===== src/rtl/term_cmd_decoder.sv =====
// term_cmd_decoder: assembles UART bytes into a line and decodes it into a held one-hot op_code
module term_cmd_decoder #(
    parameter int          MAX_LEN = 8,
    parameter logic [7:0]  CR_CODE = 8'h0D
) (
    input  logic        clk,
    input  logic        rst,
    input  logic [7:0]  rx_data,
    input  logic        rx_valid,
    output logic [10:0] op_code,
    output logic        cmd_valid,
    output logic        cmd_err,
    output logic        busy
);
    localparam int LW = $clog2(MAX_LEN + 1);
    localparam int IW = $clog2(MAX_LEN);
    // Command text is left-aligned in 40 bits: character j sits at bits [39-8j -: 8]
    localparam logic [10:0][39:0] CMD_TXT = {
        {"rgb", 16'h0}, {"echo", 8'h0}, {"beep", 8'h0}, {"time", 8'h0},
        {"help", 8'h0}, {"stop", 8'h0}, "siren", {"cnt", 16'h0},
        {"seg", 16'h0}, {"led", 16'h0}, {"clr", 16'h0}
    };
    localparam int CMD_LEN [11] = '{3, 3, 3, 3, 5, 4, 4, 4, 4, 4, 3};

    typedef enum logic [1:0] {COLLECT, COMPARE, UPDATE} state_t;

    state_t       state;
    logic [LW-1:0] len_q;
    logic          ovf_q;
    logic [7:0]    buf_q [MAX_LEN];
    logic [10:0]   match;
    logic [10:0]   match_q;
    logic [7:0]    ch;
    logic          is_bs;

    assign ch    = (rx_data >= 8'h41 && rx_data <= 8'h5A) ? rx_data + 8'h20 : rx_data;
    assign is_bs = (rx_data == 8'h08) || (rx_data == 8'h7F);

    // Full-length match of the buffered line against every command entry
    always_comb begin
        match = '0;
        for (int i = 0; i < 11; i++) begin
            match[i] = (int'(len_q) == CMD_LEN[i]);
            for (int j = 0; j < 5; j++)
                if (j < CMD_LEN[i] && buf_q[j] != CMD_TXT[i][39-8*j -: 8])
                    match[i] = 1'b0;
        end
    end

    // Line collection, compare/update sequencing and registered outputs
    always_ff @(posedge clk or posedge rst) begin
        if (rst) begin
            state     <= COLLECT;
            len_q     <= '0;
            ovf_q     <= 1'b0;
            match_q   <= '0;
            op_code   <= '0;
            cmd_valid <= 1'b0;
            cmd_err   <= 1'b0;
            busy      <= 1'b0;
            for (int i = 0; i < MAX_LEN; i++)
                buf_q[i] <= '0;
        end else begin
            cmd_valid <= 1'b0;
            cmd_err   <= 1'b0;
            case (state)
                COLLECT: begin
                    if (rx_valid) begin
                        if (rx_data == CR_CODE) begin
                            if (len_q != '0 || ovf_q) begin
                                state <= COMPARE;
                                busy  <= 1'b1;
                            end
                        end else if (rx_data != 8'h0A) begin
                            if (is_bs)
                                len_q <= (len_q != '0) ? len_q - LW'(1) : len_q;
                            else if (len_q == LW'(MAX_LEN))
                                ovf_q <= 1'b1;
                            else begin
                                buf_q[len_q[IW-1:0]] <= ch;
                                len_q <= len_q + LW'(1);
                            end
                        end
                    end
                end
                COMPARE: begin
                    match_q <= match;
                    state   <= UPDATE;
                end
                UPDATE: begin
                    op_code   <= (|match_q && !ovf_q) ? match_q : '0;
                    cmd_valid <= |match_q && !ovf_q;
                    cmd_err   <= !(|match_q && !ovf_q);
                    len_q     <= '0;
                    ovf_q     <= 1'b0;
                    busy      <= 1'b0;
                    state     <= COLLECT;
                end
                default: state <= COLLECT;
            endcase
        end
    end
endmodule


===== config.mk =====
export PLATFORM = sky130hd
export DESIGN_NAME = term_cmd_decoder
export DESIGN_NICKNAME = d
export VERILOG_FILES = /design/src/rtl/term_cmd_decoder.sv
export SDC_FILE = /design/constraint.sdc
export NUM_CORES = 1
export LEC_CHECK = 0
export CAP_MARGIN = 25
export CORE_MARGIN = 3
export CORE_UTILIZATION = 35
export DETAILED_ROUTE_END_ITERATION = 8
export PLACE_DENSITY = 0.55
export SLEW_MARGIN = 20
export SYNTH_ARGS = -nofsm -noshare
export SYNTH_HDL_FRONTEND = slang
export SYNTH_SLANG_ARGS = --single-unit

===== constraint.sdc =====
create_clock -name clk -period 7.1 [get_ports clk]
set_input_delay 1.775 -clock clk [delete_from_list [all_inputs] [get_ports clk]]
set_output_delay 1.775 -clock clk [all_outputs]
set_load 0.02 [all_outputs]

==> flow_metrics.tcl, run 1 <==
set metrics [dict create \
    layout_commonest_cell "dfrtp_1" \
    max_freq_mhz 217 \
    core-area_um2 9820 \
    dieHeight_um 107 \
    ctsHoldBuffers 0 \
    place.gp.congestion 0.869 \
    cts_root_buf "clkbuf_8" \
    port_buffers 24 \
    drt-vias-per-instance 5.34 \
    layout_setup_ws_ns 2.50 \
    drc 0 \
    ant_nets 0 \
    gr-usage-all-layers 0.148 \
    synth_area_leaders "dfrtp_1, mux2_2, nand2_1" \
    clock_latency_ns 0.34 \
    hold_path_class "flip-flop to flip-flop" \
    vias 2529 \
    n_fill_cell 989 \
    pre_cts_ws_ns 2.16 \
    cp_max_fo 11 \
    final_nets 351 \
    setup_tns_ns 0 \
    tightest_slew_ns 0.910 \
    dp_cells 458 \
    syn_area_um2 3550 \
    fin_cells 474 \
    synth_seq_area_share 0.508 \
    gr-usage-met3 0.0349 \
    wl_mm 7.97 \
    crit_required_ns 7.33 \
    rows 36 \
    grt_use_met1 0.199 \
    relSlewSlack 0.393 \
    status "completed" \
    slew_violations 0 \
    grt_setup_unrepaired "no" \
    ctsResizeCount 0 \
    postSynthCellCount 313 \
    final_core_utilization 0.417 \
    finalHoldViolCount 0 \
    crit_type "primary input to flip-flop" \
    critPathArrivalTime_ns 4.84 \
    design.die.area_um2 11400 \
    synth_edf_count 0 \
    finalCriticalPeriod_ns 4.60 \
    cts_tree "built" \
    multi_input_area_um2 1620 \
    final_area_um2 4090 \
    ys_types 52 \
    clkSinkCount 72 \
    fin_hold_ws_ns 0.482 \
    cts_inserted_buffers 9 \
    synth_warnings 0 \
    wl_per_cell_um 16.8 \
    drt-initial-drc-count 178 \
    power.density_nw_per_um2 272 \
    cts_max_level 3 \
    ys_ff_latch 72 \
    use_met2 0.237 \
    start_kind "primary input" \
    grt_max_degree 73 \
    top_usage_layer "met2" \
    power_mw 1.11 \
    die-width_um 107 \
    period_share 0.648 \
    layout_common_cells "dfrtp_1, mux2_2, nand2_1, clkdlybuf4s50_1" \
    synth_top_area_frac 0.508 \
    num_antenna_cells 0 \
    seq_area_um2 1800 \
    dp_hpwl_mm 5.80 \
    syn_nets 328 \
    power_leakage_nw 1.71 \
    cap_viol_max_count 0 \
    firstDrtPassIters 4 \
    areaGrowthSynthToFinish_pct 15.5 \
    ir_drop_v 0.0000967 \
    grt_overflow_total 0 \
    endpoint_kind "flip-flop" \
    placed_area_um2 3890 \
    final_layout_size_suffix_gt1_frac 0.199 \
    cts_setup_buffers 0 \
    initial_core_util 0.361 \
    grt_pass1_wl_mm 13.2 \
    pin_count 25 \
    cts_buffer_depth 2 \
    grt_pass1_vias 2486 \
    clk_pin_slew_worst_paths_ns 0.07 \
    ys.flop_type "dfrtp_1" \
    syn-mean-instance-area_um2 11.3 \
    skew_ns 0.00729 \
    antenna_found_initial 0 \
    synthArstFlopShare 1.00 \
    synth_top_area_cell "dfrtp_1" \
    finalSetupViolations 0 \
]
[state kept, by name, summed over array words and instances, names as in the netlist]
register	count
buf_q	40
state	2
cmd_valid	1
op_code	11
busy	1
ovf_q	1
len_q	4
cmd_err	1
match_q	11
[Yosys cell counts (6+ instances only)]
master / instances
inv_1: 15
nand2b_1: 9
nand2_1: 28
nor4_1: 7
nand3_1: 7
nor2_1: 14
mux2_2: 35
nor3_1: 9
a22o_1: 9
o21ai_0: 9
or4_1: 6
o31ai_1: 8
dfrtp_1: 72
[worst paths after layout]
check	from	end	slack [ns]	cells after the start
max reg2reg	len_q[2]$_DFFE_PP0P_	buf_q[25]$_DFFE_PP0P_	4.51	4
min	op_code[9]$_DFFE_PP0P_	op_code[9]$_DFFE_PP0P_	0.48	2
min in group asynchronous	rst	cmd_valid$_DFF_PP0_	2.02	3
min reg2reg	op_code[9]$_DFFE_PP0P_	op_code[9]$_DFFE_PP0P_	0.48	2
max	rx_data[4]	len_q[3]$_DFFE_PP0P_	2.50	10
max in group asynchronous	rst	buf_q[59]$_DFFE_PP0P_	4.48	3
[layer usage]
layer	share of wire	vias to the layer above
met5	0	-
met4	0.014	0
met3	0.050	12
met2	0.48	75
met1	0.46	1247
li1	-	1195
[cell families after synthesis]
kind of cell,after synthesis,share of synthesized area
mux,40,0.125
flops,72,0.508
buf+inv,28,0.0363
fa+ha+maj,4,0.0162
compound gates,46,0.0970
xor+xnor,1,0.00247
simple gates,122,0.215
[critical path, stage by stage]
cell	delay [ns]
clkdlybuf4s50_1	0.63
or4_1	0.59
nor4_1	0.27
or2_1	0.25
ha_1	0.26
a21o_1	0.17
a21oi_1	0.29
nor2_1	0.07
a311o_1	0.33
a32o_1	0.21
[report_power, final]
part | internal, mW | switching (mW)
clock network | 0.180 | 0.154
registers | 0.480 | 0.0842
logic | 0.106 | 0.110
total | 0.766 | 0.348
[final cells by class]
cell class,instances,area share
Clock buffer,11,0.0370
Clock inverter,5,0.0134
Inverter,15,0.0138
Multi-Input combinational cell,213,0.395
Sequential cell,72,0.440
Tap cell,133,0.0406
Timing Repair Buffer,25,0.0605
Note: power is estimated with default switching activity, not from simulation.
==> run 2: changes to the inputs <==
PLACE_DENSITY = 0.57   (was 0.55)
clock period = 3.7 ns   (was 7.1 ns; I/O delays follow)
==> run 2 against run 1 <==
Non-clock buffer count rose by 9. Sequential share of layout area down 0.77 points. Die area stayed put. Combinational power increased by 95%. Register-to-register slack worse by 3.4 ns. Critical endpoint unchanged. Critical path type unchanged. Global-route usage decreased by 0.22 points. Cell area grew 1.8%. Flip-flop and latch count stayed put. Clock power up 87%.
==> flow_metrics.tcl, run 2 (synthesis gave the netlist of run 1 again) <==
set metrics [dict create \
    critPathArrivalTime_ns 3.48 \
    grt_overflow_total 0 \
    tightest_slew_ns 0.736 \
    setup_tns_ns 0 \
    crit_required_ns 3.93 \
    grt_setup_unrepaired "no" \
    r2r-start "len_q[2]$_DFFE_PP0P_" \
    rows 36 \
    drt-vias-per-instance 5.22 \
    place.gp.congestion 0.907 \
    setup.worst_path.start "rx_data[4]" \
    clock_latency_ns 0.34 \
    cts_root_buf "clkbuf_8" \
    areaGrowthSynthToFinish_pct 17.5 \
    vias 2520 \
    wl_mm 7.61 \
    power_leakage_nw 1.76 \
    die-width_um 107 \
    port_buffers 24 \
    max_freq_mhz 308 \
    endpoint_kind "flip-flop" \
    n_fill_cell 993 \
    cts_buffer_depth 2 \
    hold_start "op_code[6]$_DFFE_PP0P_" \
    wl_per_cell_um 15.7 \
    clkSinkCount 72 \
    dp_hpwl_mm 5.82 \
    power.density_nw_per_um2 510 \
    firstDrtPassIters 4 \
    finalCriticalPeriod_ns 3.25 \
    ctsHoldBuffers 0 \
    reg_top3 "buf_q (40), match_q (11), op_code (11)" \
    ir_drop_v 0.000150 \
    core-area_um2 9820 \
    design.die.area_um2 11400 \
    cts_tree "built" \
    initial_core_util 0.361 \
    skew_ns 0.0107 \
    grt_pass1_wl_mm 13.1 \
    clk_pin_slew_worst_paths_ns 0.08 \
    slew_violations 0 \
    period_share 0.877 \
    final_nets 360 \
    layout_commonest_cell "dfrtp_1" \
    cap_viol_max_count 0 \
    cts_inserted_buffers 9 \
    num_antenna_cells 0 \
    crit_type "primary input to flip-flop" \
    final_core_utilization 0.424 \
    antenna_found_initial 0 \
    status "completed" \
    cts_setup_buffers 0 \
    relSlewSlack 0.509 \
    start_kind "primary input" \
    dieHeight_um 107 \
    drc 0 \
    grt_pass1_vias 2585 \
    cp_max_fo 2 \
    ant_nets 0 \
    largest-register "buf_q" \
    hold_path_class "flip-flop to flip-flop" \
    final_layout_size_suffix_gt1_frac 0.214 \
    drt-initial-drc-count 127 \
    largest_reg_flops 40 \
    ctsResizeCount 0 \
    finalHoldViolCount 0 \
    gr-usage-all-layers 0.146 \
    grt_max_degree 46 \
    pin_count 25 \
    finalSetupViolations 0 \
    layout_common_cells "dfrtp_1, mux2_2, nand2_1, clkdlybuf4s50_1" \
    cts_max_level 3 \
]
-- run 2: cell count changes in the layout (fill, tap and decap cells not counted), sizes merged --
cell      previous run  this run
buf                  1        10
clkbuf              11        13
clkinvlp             2         0
-- run 2: area by class of cell --
type                    count  area, um^2  area share
clock buffers              13         159      0.0381
clock inverters             3        40.0     0.00961
inverters                  15        56.3      0.0135
multi-input cells         213        1620       0.388
flip-flops and latches     72        1800       0.432
well taps                 133         166      0.0399
repair buffers             34         328      0.0787
-- run 2: worst paths after layout --
path | end | cells past startpoint | slack (ns)
min in group asynchronous | op_code[1]$_DFFE_PP0P_ | 2 | 0.97
worst max register to register | buf_q[25]$_DFFE_PP0P_ | 4 | 1.14
max in group asynchronous | buf_q[26]$_DFFE_PP0P_ | 3 | 2.09
worst min-delay path | op_code[6]$_DFFE_PP0P_ | 2 | 0.48
worst min register to register | op_code[6]$_DFFE_PP0P_ | 2 | 0.48
worst max-delay path | len_q[3]$_DFFE_PP0P_ | 10 | 0.45
-- run 2: per-layer routing --
layer  wire (um)  global-route usage
met5           0                   0
met4         127              0.0502
met3         209              0.0283
met2        3700               0.243
met1        3570               0.191
-- run 2: through the flow --
step                power (mW)  hold slack [ns]  instance area [um^2]  setup slack [ns]  cells
finish                    2.12            0.480                  4170             0.455    483
CTS                       2.14            0.492                  4170             0.459    483
floorplan                 1.39            0.471                  3550             0.428    313
global route              2.24            0.518                  4170             0.323    483
detailed placement        1.52            0.476                  3970            0.0937    467
global placement          1.50            0.464                  3970             0.129    467
-- run 2: critical path, cell delays in order --
cell,delay [ns]
clkdlybuf4s50_1,0.41
or4_1,0.52
nor4_1,0.27
or2_1,0.18
ha_1,0.23
a21o_1,0.18
a21oi_1,0.19
nor2_1,0.06
a311o_1,0.31
a32o_1,0.21
-- run 2: power by group --
part	total (mW)	internal, mW	switching (mW)
registers	1.08	0.921	0.157
clock network	0.625	0.347	0.278
logic	0.421	0.210	0.211
total	2.12	1.48	0.647
==> run 3: changes to the inputs <==
DONT_BUFFER_PORTS = 1   (was default)
PLACE_DENSITY = 0.54   (was 0.57)
==> run 3 against run 2 <==
Die area is the same. Setup slack gained 0.17 ns. Combinational power shrank 7.1%. Final cell count shrank 6.6%. Register-to-register slack lost 0.03 ns. Sequential share of layout area grew 3.9 points. Cell area shrank 8.3%. Clock power shrank 15%. Via count shrank 3.8%. Critical path type unchanged. Critical endpoint unchanged. Highest routed layer unchanged.
==> flow_metrics.tcl, run 3 (synthesis gave the netlist of run 1 again) <==
set metrics [dict create \
    drc 0 \
    ctsHoldBuffers 0 \
    fin_cells 451 \
    cts_max_level 3 \
    final_nets 328 \
    ant_nets 0 \
    cts_buffer_depth 2 \
    period_share 0.832 \
    reg_top3 "buf_q (40), match_q (11), op_code (11)" \
    port_buffers 0 \
    whs_path_depth 1 \
    cts_setup_buffers 0 \
    relSlewSlack 0.417 \
    rr_worst_depth 4 \
    met2WireLength_mm 3.76 \
    wl_met3_um 224 \
    layout_common_cells "dfrtp_1, mux2_2, nand2_1, nor2_1, inv_1" \
    gr-usage-all-layers 0.148 \
    clkSinkCount 72 \
    endpoint_kind "flip-flop" \
    rows 36 \
    slew_violations 0 \
    setup_tns_ns 0 \
    status "completed" \
    grt_pass1_wl_mm 13.2 \
    largest-register "buf_q" \
    critPathArrivalTime_ns 3.31 \
    drt-vias-per-instance 5.37 \
    clk_pin_slew_worst_paths_ns 0.07 \
    design.die.area_um2 11400 \
    skew_ns 0.00869 \
    top_layer_used "met4" \
    vias 2423 \
    power.density_nw_per_um2 527 \
    grt_max_degree 48 \
    power_mw 2.01 \
    dp_cells 435 \
    final_layout_size_suffix_gt1_frac 0.208 \
    start_kind "primary input" \
    wl_mm 7.81 \
    grt_pass1_vias 2486 \
    dp_hpwl_mm 5.87 \
    antenna_found_initial 0 \
    tightest_slew_ns 0.868 \
    pin_count 25 \
    hold_path_class "flip-flop to flip-flop" \
    layout_commonest_cell "dfrtp_1" \
    dieHeight_um 107 \
    finalSetupViolations 0 \
    r2r-start "len_q[2]$_DFFE_PP0P_" \
    drt-initial-drc-count 143 \
    setup.worst_path.start "rx_data[4]" \
    cap_viol_max_count 0 \
    finalHoldViolCount 0 \
    n_fill_cell 987 \
    final_core_utilization 0.389 \
    num_antenna_cells 0 \
    cp_max_fo 11 \
    finalCriticalPeriod_ns 3.08 \
    grt_overflow_total 0 \
    pre_cts_ws_ns 0.291 \
    power_leakage_nw 1.61 \
    wl_per_cell_um 17.3 \
    ctsResizeCount 0 \
    core-area_um2 9820 \
    largest_reg_flops 40 \
    hold_start "buf_q[55]$_DFFE_PP0P_" \
    cts_tree "built" \
    crit_type "primary input to flip-flop" \
    areaGrowthSynthToFinish_pct 7.76 \
    initial_core_util 0.361 \
    crit_required_ns 3.93 \
    place.gp.congestion 0.909 \
    layout_setup_ws_ns 0.620 \
    cts_root_buf "clkbuf_8" \
    grt_setup_unrepaired "no" \
    ir_drop_v 0.000157 \
    die-width_um 107 \
    wl_met1_mm 3.67 \
    clock_latency_ns 0.34 \
    max_freq_mhz 325 \
    cts_inserted_buffers 9 \
    firstDrtPassIters 4 \
]
==> run 3: cell count changes in the layout (fill, tap and decap cells not counted) <==
cell	change
clkdlybuf4s50_1	-24
buf_4	-7
buf_12	-1
bufinv_16	-1
clkbuf_1	+1
clkbuf_8	-1
clkinvlp_4	+1
==> run 3: power breakdown <==
part           switching, mW  internal, mW  total, mW
registers              0.168         0.921       1.09
clock network          0.273         0.260      0.534
logic                  0.197         0.194      0.391
total                  0.638          1.38       2.01
==> run 3: path summary, 6_finish.rpt <==
kind | to | slack, ns
min in group asynchronous | op_code[0]$_DFFE_PP0P_ | 0.52
min | buf_q[55]$_DFFE_PP0P_ | 0.50
min reg2reg | buf_q[55]$_DFFE_PP0P_ | 0.50
max | len_q[3]$_DFFE_PP0P_ | 0.62
max reg2reg | buf_q[24]$_DFFE_PP0P_ | 1.11
max in group asynchronous | buf_q[48]$_DFFE_PP0P_ | 2.67
==> run 3: worst max-delay path, cell delays in order <==
cell,delay (ns)
or4_1,0.51
nor4_1,0.27
or2_1,0.27
ha_1,0.27
a21o_1,0.17
a21oi_1,0.28
nor2_1,0.08
a311o_1,0.33
a32o_1,0.21
==> run 3: area by class of cell <==
type / count / area [um^2] / area share
inverter: 15 / 56.3 / 0.0147
tap: 133 / 166 / 0.0435
multi-input combinational: 213 / 1620 / 0.423
timing repair buffer: 2 / 15.0 / 0.00393
sequential: 72 / 1800 / 0.472
clock inverter: 3 / 17.5 / 0.00458
clock buffer: 13 / 149 / 0.0390
==> run 3: stage by stage <==
stage	hold WS [ns]	area, um^2
after floorplan	0.471	3550
after global placement	0.483	3650
after detailed placement	0.490	3650
after CTS	0.505	3820
after global routing	0.521	3820
final	0.503	3820
==> run 3: metal layers <==
metal  GRT usage  vias up
li1            -     1149
met2       0.241       51
met1       0.193     1210
met3      0.0295       13
met4      0.0603        0
met5           0        -
